--- config.mk ---
export PLATFORM = sky130hd
export DESIGN_NAME = rll_key_loader
export DESIGN_NICKNAME = d
export VERILOG_FILES = /design/src/rtl/rll_key_loader.sv
export SDC_FILE = /design/constraint.sdc
export NUM_CORES = 1
export LEC_CHECK = 0
export CAP_MARGIN = 30
export CORE_ASPECT_RATIO = 1.4
export CORE_MARGIN = 10
export CORE_UTILIZATION = 47
export DETAILED_ROUTE_END_ITERATION = 10
export GPL_ROUTABILITY_DRIVEN = 0
export PLACE_DENSITY = 0.79
export SKIP_LAST_GASP = 1
export SLEW_MARGIN = 40
export SYNTH_ARGS = -nofsm -noshare
export SYNTH_HDL_FRONTEND = slang
export SYNTH_SLANG_ARGS = --single-unit
--- constraint.sdc ---
create_clock -name clk -period 2.3 [get_ports clk]
set_input_delay 0.46 -clock clk [delete_from_list [all_inputs] [get_ports clk]]
set_output_delay 0.46 -clock clk [all_outputs]
set_load 0.1 [all_outputs]
--- src/rtl/rll_key_loader.sv ---
// Serial key loader for an RLL-locked core: shifts a KEY_W-bit key in LSB first, commits it atomically,
// and gates the core's primary outputs until a checked key is active. Optional macro: KEY_PARITY_CHECK_EN.
module rll_key_loader #(
  parameter int KEY_W = 32,
  parameter int PO_W  = 32
) (
  input  logic             clk,
  input  logic             rst,
  input  logic             load_req,
  input  logic             clear,
  input  logic             key_sdata,
  input  logic             key_svalid,
  output logic             key_sready,
  output logic [KEY_W-1:0] key_out,
  output logic             key_valid,
  output logic             busy,
  output logic             err,
  input  logic [PO_W-1:0]  po_in,
  output logic [PO_W-1:0]  po_out
);

`ifdef KEY_PARITY_CHECK_EN
  localparam int NBEATS = KEY_W + 1;
`else
  localparam int NBEATS = KEY_W;
`endif
  localparam int CW = $clog2(KEY_W + 2);
  localparam logic [CW-1:0] LAST_BEAT = CW'(NBEATS - 1);

  typedef enum logic [2:0] {IDLE, SHIFT, CHECK, ARMED, ERROR} state_t;

  state_t           state;
  logic [KEY_W-1:0] shadow;
  logic [CW-1:0]    cnt;
  logic             check_pass;

`ifdef KEY_PARITY_CHECK_EN
  logic parity_bit;
  logic err_q;
  assign err        = err_q;
  // Even parity over the key bits plus the trailing parity beat.
  assign check_pass = ~(^shadow ^ parity_bit);
`else
  assign err        = 1'b0;
  assign check_pass = 1'b1;
`endif

  // The shadow register fills beat by beat; key_out only ever sees a complete, checked key.
  always_ff @(posedge clk) begin
    if (rst) begin
      state      <= IDLE;
      shadow     <= '0;
      cnt        <= '0;
      key_out    <= '0;
      key_valid  <= 1'b0;
      busy       <= 1'b0;
      key_sready <= 1'b0;
      po_out     <= '0;
`ifdef KEY_PARITY_CHECK_EN
      parity_bit <= 1'b0;
      err_q      <= 1'b0;
`endif
    end else begin
      po_out <= key_valid ? po_in : '0;
      if (clear) begin
        state      <= IDLE;
        shadow     <= '0;
        cnt        <= '0;
        key_out    <= '0;
        key_valid  <= 1'b0;
        busy       <= 1'b0;
        key_sready <= 1'b0;
`ifdef KEY_PARITY_CHECK_EN
        parity_bit <= 1'b0;
        err_q      <= 1'b0;
`endif
      end else begin
        case (state)
          IDLE, ARMED, ERROR: begin
            if (load_req) begin
              state      <= SHIFT;
              shadow     <= '0;
              cnt        <= '0;
              key_out    <= '0;
              key_valid  <= 1'b0;
              busy       <= 1'b1;
              key_sready <= 1'b1;
`ifdef KEY_PARITY_CHECK_EN
              parity_bit <= 1'b0;
              err_q      <= 1'b0;
`endif
            end
          end
          SHIFT: begin
            if (key_svalid && key_sready) begin
              // The shift term vanishes for the parity beat, leaving the key bits intact.
              shadow <= shadow | (KEY_W'(key_sdata) << cnt);
              cnt    <= cnt + CW'(1);
`ifdef KEY_PARITY_CHECK_EN
              if (cnt == CW'(KEY_W)) parity_bit <= key_sdata;
`endif
              if (cnt == LAST_BEAT) begin
                state      <= CHECK;
                key_sready <= 1'b0;
              end
            end
          end
          CHECK: begin
            busy <= 1'b0;
            if (check_pass) begin
              state     <= ARMED;
              key_out   <= shadow;
              key_valid <= 1'b1;
            end else begin
              state <= ERROR;
`ifdef KEY_PARITY_CHECK_EN
              err_q <= 1'b1;
`endif
            end
          end
          default: state <= IDLE;
        endcase
      end
    end
  end

endmodule

# Word-level counts from Yosys, hierarchy flattened
# Index checks and enable logic that the tools add are counted.
# word_totals
ff_bits,108
input_bits,38
# op_classes
add_sub_neg,1
shift,1
bitwise_logic,2
eq_ne,8
muxes,18
n_reduce_logical,11
# op_table
cell,n
one-hot mux 32 bit (2 select lines),2
2-to-1 mux 32 bit,2
bitwise OR 32 bit,1
<< shifter 1 x 6 -> 32 bit,1
2-to-1 mux 6 bit,2
one-hot mux 6 bit (2 select lines),1
2-to-1 mux 3 bit,3
one-hot mux 3 bit (3 select lines),1
"adder 6 x 1 -> 6 bit, second input constant",1
"equality test 3 x 2 -> 1 bit, second input constant",2
"equality test 6 x 5 -> 1 bit, second input constant",1
"!= test 2 bit, second input constant",3
one-hot mux 1 bit (2 select lines),3
AND reduction 3 bit,2
2-to-1 mux 1 bit,4
AND reduction 4 bit,1
nonzero test 2 bit,2
OR reduction 2 bit,2
"equality test 3 x 1 -> 1 bit, second input constant",1
"equality test 3 bit, second input constant",1
zero test 3 bit,1
OR reduction 3 bit,1
AND reduction 2 bit,1
logical AND 1 bit,1
NOT 1 bit,1

# Logic depth before layout (Yosys ltp)
# Gate-level depths: netlist of the first run.
# logic_depth
depth_word,4
mapped_depth,9
ltp_nobuf,6

# Least setup slack after synthesis of the first run
# Ideal clock, no wire load.
# synth_timing
path_kind,register -> register
startpoint,register key_sready
endpoint,register cnt[2]
path_stages_with_launch,5
arrival_ns,1.717
t_required_ns,2.183
setup_ns,0.117
path_slack_ns,0.466
n_path_buf,0
path_cell_list,dfxtp_1 -> a21boi_4 -> nor3b_2 -> xnor2_1 -> nor2_1
# synth_via
elab_chain_cells,3
# synth_rtl
item,line_no,rtl
start: declaration,13,"output logic key_sready,"
start signal: assignment,57,key_sready <= 1'b0;
start signal: assignment,72,key_sready <= 1'b0;
start signal: assignment,87,key_sready <= 1'b1;
logical AND 1 bit,95,if (key_svalid && key_sready) begin
!= test 2 bit (no source line),--,
AND reduction 3 bit (no source line),--,
end signal: assignment,98,cnt <= cnt + CW'(1);
end: declaration,34,logic [CW-1:0] cnt;
# Every way passes these cells.
# A chain may end at the register's enable or synchronous reset.

# Final worst setup path of the first run
# layout_timing
startpoint,register state[0]
endpoint,register shadow[1]
# layout_via
elab_chain_cells,4
elab_cells_between_ends,10
classes_between,eq/ne: 5; mux: 1; reduce/logical: 4
# layout_rtl
item,line_no,rtl
start: declaration,32,state_t state;
start signal: assignment,51,state <= IDLE;
start signal: assignment,66,state <= IDLE;
start signal: assignment,81,state <= SHIFT;
"equality test 3 x 2 -> 1 bit, or another cell as far along",78,case (state)
OR reduction 3 bit,78,
!= test 2 bit (no source line) or nonzero test 2 bit (tied branches),--,
AND reduction 3 bit (no source line),--,
end signal: assignment,97,shadow <= shadow | (KEY_W'(key_sdata) << cnt);
end: declaration,33,logic [KEY_W-1:0] shadow;
# Parallel ways exist; a longest one is shown, timed or not.

==> results.py, run 1 <==
metrics = {
    "sta": {
        "rsz0062_at_grt": "no",
        "tightest_slew_ns": 0.510,
        "finalClockSkew_ns": 0.00926,
        "fin_setup_tns_ns": 0,
        "finalHoldViolCount": 0,
        "min_period_ns": 2.00,
        "setup_ws_ns": 0.302,
        "report.final.slew_viol_count": 0,
        "slew_headroom_pct": 65.3,
        "max_freq_mhz": 500,
        "whs_ns": 0.472,
        "setup_viol_count_final": 0,
        "layout_worst_path_cycle_share_pct": 86.9,
    },
    "setup_path": {
        "crit_chain": "inv_1, ha_1, mux2i_4, nor2_4, nand4b_2, o21ai_0",
        "crit_path_end_kind": "register",
        "critical_path_class": "register to register",
        "cp-start-kind": "register",
        "timing.critical_path.required_ns": 2.54,
        "slowest_stage": "mux2i_4",
        "crit_fanout": 9,
        "cp_slowest_stage_delay_ns": 0.55,
        "critical_path_arrival_ns": 2.24,
    },
    "synth": {
        "syn_nets": 423,
        "synth_edf_count": 0,
        "syn_area_sq_um": 3720,
        "yosys.area.top_type": "dfxtp_1",
        "ys.flop_type": "dfxtp_1",
        "synthTopCellsByArea": "dfxtp_1 58%, a22oi_1 6.5%, nor2_1 6.2%, and2_1 5.5%, a21oi_1 3.1%",
        "synthArstFlopShare_pct": 0,
        "synth_cells": 381,
        "synth_top_area_share_pct": 57.6,
        "ys_seq_elements": 107,
        "yosysSeqAreaShare_pct": 57.6,
        "synth_area_per_cell_sq_um": 9.76,
        "yosys_warnings": 0,
        "synth_cell_type_count": 36,
    },
    "routing": {
        "wl_per_cell_um": 14.9,
        "ant_nets": 0,
        "drc": 0,
        "via_count": 2948,
        "wl_um": 8640,
        "vias_per_cell": 5.07,
        "drt-initial-drc-count": 147,
        "drtPass1Iterations": 5,
    },
    "clocking": {
        "cts_hold_buffers": 0,
        "cts_buffers": 9,
        "post-cts-setup-buffer-count": 0,
        "root_buffer": "clkbuf_8",
        "clk_latency_ns": 0.36,
        "ctsResizeCount": 0,
        "cts_tree": "done",
        "cts.sinks": 107,
        "cts_max_path_buffers": 2,
        "clk_pin_slew_ns": 0.10,
        "cts_max_level": 3,
    },
    "final_layout": {
        "mostFrequentLayoutCells": "107 x dfxtp_1, 72 x buf_4, 61 x nor2_1",
        "fillers": 662,
        "utilization_pct": 62.1,
        "n_antenna_cell": 0,
        "final_common_cell": "dfxtp_1",
        "syn2layout_area_growth_pct": 29.3,
        "stdcell_area_sq_um": 4810,
        "drive_gt1_share_pct": 20.1,
        "nets": 519,
    },
    "grt": {
        "gr-usage-all-layers_pct": 15.0,
        "grt_pass1_vias": 3030,
        "grt_pass1_wl_um": 14500,
        "grt_max_degree": 37,
        "antenna_found_initial": 0,
        "grt.overflow.total": 0,
    },
    "pwr": {
        "power_leakage_uw": 0.00186,
        "power_density_nw_per_um2": 670,
        "ir_drop_mv": 0.550,
    },
    "outcome": {
        "status": "finished, final reports clean",
    },
    "place": {
        "port_buffers": 104,
        "postPlaceCellArea_sq_um": 4620,
        "dpl_worst_slack_ns": 0.148,
        "dp_hpwl_um": 6360,
    },
    "min_path": {
        "min_path_type": "register to register",
    },
    "die": {
        "dieArea_sq_um": 11900,
        "core_area_sq_um": 7750,
        "io_pins": 106,
        "initial_utilization_pct": 48.0,
        "die_w_um": 95.2,
        "rows": 38,
        "die_h_um": 125,
    },
    "job": {
        "maxCapViolCount": 0,
    },
}
[worst max-delay path, delay by kind of cell (launching register included)]
family,cells,cell delay [ns]
flip-flops,1,0.39
buffers and inverters,1,0.06
AO/OA/AOI/OAI,1,0.12
AND/OR/NAND/NOR,2,0.29
multiplexers,1,0.55
adder cells (fa/ha/maj),1,0.45
[per-stage QoR]
stage	total power, uW	cells
6_report	3220	582
5_1_grt	3330	582
4_1_cts	3250	582
3_5_place_dp	2170	566
3_3_place_gp	2170	566
2_1_floorplan	2080	381
[cells in the mapped netlist (4+ instances only)]
library cell,count
dfxtp_1,107
nor2_1,61
and2_1,33
a22oi_1,32
nand2_1,28
a21oi_1,23
o21ai_0,21
buf_2,9
clkbuf_1,8
nor3_1,8
nand3_1,6
buf_4,4
ha_1,4
nand2b_1,4
xnor2_1,4
[flip-flops by register name (all words and copies together) (netlist names)]
name / flops
key_out: 32
key_sready: 1
cnt: 6
po_out: 32
busy: 1
state: 2
key_valid: 1
shadow: 32
[kinds of logic after synthesis]
kind of cell | count (synthesis) | synth area share (%)
simple gates | 157 | 21.8
flops | 107 | 57.6
compound gates | 79 | 13.3
buf+inv | 27 | 4.04
fa+ha+maj | 4 | 1.35
xor+xnor | 4 | 0.942
mux | 2 | 0.875
other cells | 1 | 0.101
[cell type report]
class / count / area, sq um / share of cell area, %
clock buffers: 14 / 173 / 3.59
clock inverters: 2 / 17.5 / 0.364
inverters: 3 / 11.3 / 0.234
multi-input cells: 247 / 1430 / 29.8
flip-flops and latches: 107 / 2140 / 44.5
well taps: 100 / 125 / 2.60
repair buffers: 109 / 911 / 18.9
[worst paths after layout]
| check | start | end | slack (ns) | depth (start not counted) |
|---|---|---|---|---|
| max reg2reg | state[0] | shadow[1] | 0.30 | 6 |
| max | state[0] | shadow[1] | 0.30 | 6 |
| min | shadow[9] | shadow[9] | 0.47 | 2 |
| min reg2reg | shadow[9] | shadow[9] | 0.47 | 2 |
[layer usage]
| layer | vias to the layer above | wire (um) | track usage [%] |
|---|---|---|---|
| met5 | - | 0 | 0 |
| met4 | 0 | 93 | 6.10 |
| met3 | 7 | 894 | 7.37 |
| met2 | 89 | 4280 | 24.7 |
| met1 | 1382 | 3370 | 15.9 |
| li1 | 1470 | - | - |
[where the power goes]
group,switching (uW),total [uW],leakage (uW),internal (uW)
Sequential,6.26,1870,0.000862,1860
Clock,601,1090,0.0000973,491
Combinational,164,263,0.000900,99.5
No activity file was read; power rests on OpenSTA's default activity.
==> run 2: changes to the inputs <==
--- a/config.mk
+++ b/config.mk
@@ -6,12 +6,14 @@
 export NUM_CORES = 1
 export LEC_CHECK = 0
 export CAP_MARGIN = 30
+export CELL_PAD_IN_SITES_DETAIL_PLACEMENT = 1
+export CELL_PAD_IN_SITES_GLOBAL_PLACEMENT = 1
 export CORE_ASPECT_RATIO = 1.4
 export CORE_MARGIN = 10
-export CORE_UTILIZATION = 47
+export CORE_UTILIZATION = 35
 export DETAILED_ROUTE_END_ITERATION = 10
 export GPL_ROUTABILITY_DRIVEN = 0
-export PLACE_DENSITY = 0.79
+export PLACE_DENSITY_LB_ADDON = 0.1
 export SKIP_LAST_GASP = 1
 export SLEW_MARGIN = 40
 export SYNTH_ARGS = -nofsm -noshare
==> results.py, run 2 (synthesized netlist as in run 1, its figures left out) <==
metrics = {
    "routing": {
        "via_count": 3017,
        "vias_per_cell": 4.83,
        "wl_um": 10300,
        "ant_nets": 0,
        "wl_per_cell_um": 16.4,
        "drt-initial-drc-count": 121,
        "drtPass1Iterations": 4,
        "drc": 0,
    },
    "sta": {
        "slew_headroom_pct": 64.5,
        "whs_ns": 0.467,
        "layout_worst_path_cycle_share_pct": 89.0,
        "max_freq_mhz": 489,
        "finalClockSkew_ns": 0.00831,
        "fin_setup_tns_ns": 0,
        "rsz0062_at_grt": "no",
        "tightest_slew_ns": 0.521,
        "setup_viol_count_final": 0,
        "min_period_ns": 2.05,
        "report.final.slew_viol_count": 0,
        "finalHoldViolCount": 0,
    },
    "setup_path": {
        "critical_path_arrival_ns": 2.27,
        "critical_path_class": "register to register",
        "r2r_slack_ns": 0.25,
        "timing.critical_path.required_ns": 2.52,
        "worstSetupStartpoint": "state[0]",
        "crit_fanout": 9,
        "cp-start-kind": "register",
        "reg2reg_from": "state[0]",
        "crit_path_end_kind": "register",
    },
    "clocking": {
        "post-cts-setup-buffer-count": 0,
        "ctsResizeCount": 0,
        "clk_pin_slew_ns": 0.07,
        "cts.sinks": 107,
        "cts_max_path_buffers": 2,
        "cts_tree": "done",
        "clk_latency_ns": 0.35,
        "cts_buffers": 9,
        "cts_max_level": 3,
        "root_buffer": "clkbuf_16",
        "cts_hold_buffers": 0,
    },
    "grt": {
        "grt_pass1_wl_um": 16900,
        "grt_max_degree": 33,
        "grt_pass1_vias": 3293,
        "antenna_found_initial": 0,
        "grt.overflow.total": 0,
        "gr-usage-all-layers_pct": 13.8,
    },
    "die": {
        "die_w_um": 107,
        "dieArea_sq_um": 15200,
        "io_pins": 106,
        "die_h_um": 142,
        "core_area_sq_um": 10400,
        "initial_utilization_pct": 35.8,
        "rows": 44,
    },
    "final_layout": {
        "syn2layout_area_growth_pct": 34.3,
        "reg_top3": "key_out (32), po_out (32), shadow (32)",
        "nets": 523,
        "mostFrequentLayoutCells": "107 x dfxtp_1, 75 x buf_4, 61 x nor2_1",
        "n_antenna_cell": 0,
        "fillers": 1183,
        "drive_gt1_share_pct": 21.2,
        "layout.cells.non_filler": 624,
        "final_common_cell": "dfxtp_1",
    },
    "min_path": {
        "min_path_type": "register to register",
        "hp-start": "shadow[9]",
    },
    "place": {
        "place_inst": 608,
        "port_buffers": 104,
        "dp_hpwl_um": 7660,
    },
    "pwr": {
        "ir_drop_mv": 0.436,
        "power_density_nw_per_um2": 730,
        "power.total_uw": 3640,
        "power_leakage_uw": 0.00193,
    },
    "job": {
        "maxCapViolCount": 0,
    },
    "outcome": {
        "status": "finished, final reports clean",
    },
}
## run 2: through the flow
step	instance area, sq um	setup WS, ns	util, %
2_1_floorplan	3720	0.466	-
3_3_place_gp	4710	0.234	45.3
3_5_place_dp	4710	0.146	45.3
4_1_cts	4990	0.226	48.0
5_1_grt	4990	0.0993	48.0
6_report	4990	0.254	48.0
## run 2: worst max-delay path, stage by stage (launching register included)
cell and delay [ns]:
dfxtp_1 0.38, inv_1 0.06, ha_1 0.46, mux2i_4 0.56, nor2_4 0.09, nand4b_2 0.23, o21ai_0 0.14
## run 2: final cells by class
| class | instances | area, sq um | area share [%] |
|---|---|---|---|
| clock buffers | 9 | 225 | 4.51 |
| clock inverters | 7 | 58.8 | 1.18 |
| inverters | 3 | 11.3 | 0.225 |
| multi-input cells | 247 | 1430 | 28.7 |
| flip-flops and latches | 107 | 2140 | 42.9 |
| well taps | 138 | 173 | 3.46 |
| repair buffers | 113 | 953 | 19.1 |
## run 2: layer usage
layer | wire length (um) | global-route usage (%) | part of all wire (%)
met4 | 188 | 5.65 | 1.8
met2 | 5020 | 23.2 | 49
met5 | 0 | 0 | 0
met1 | 3970 | 14.0 | 39
met3 | 1070 | 7.48 | 10
## run 2: power breakdown
| part | total [uW] | internal [uW] | leakage [uW] | switching [uW] |
|---|---|---|---|---|
| sequential | 1870 | 1860 | 0.000862 | 6.26 |
| combinational | 279 | 108 | 0.000923 | 171 |
| clock | 1500 | 755 | 0.000144 | 746 |
## run 2: path summary, 6_finish.rpt
kind              cells after the start    endpoint
hold reg to reg                       2   shadow[9]
hold / removal                        2   shadow[9]
setup reg to reg                      6  shadow[21]
setup / recovery                      6  shadow[21]
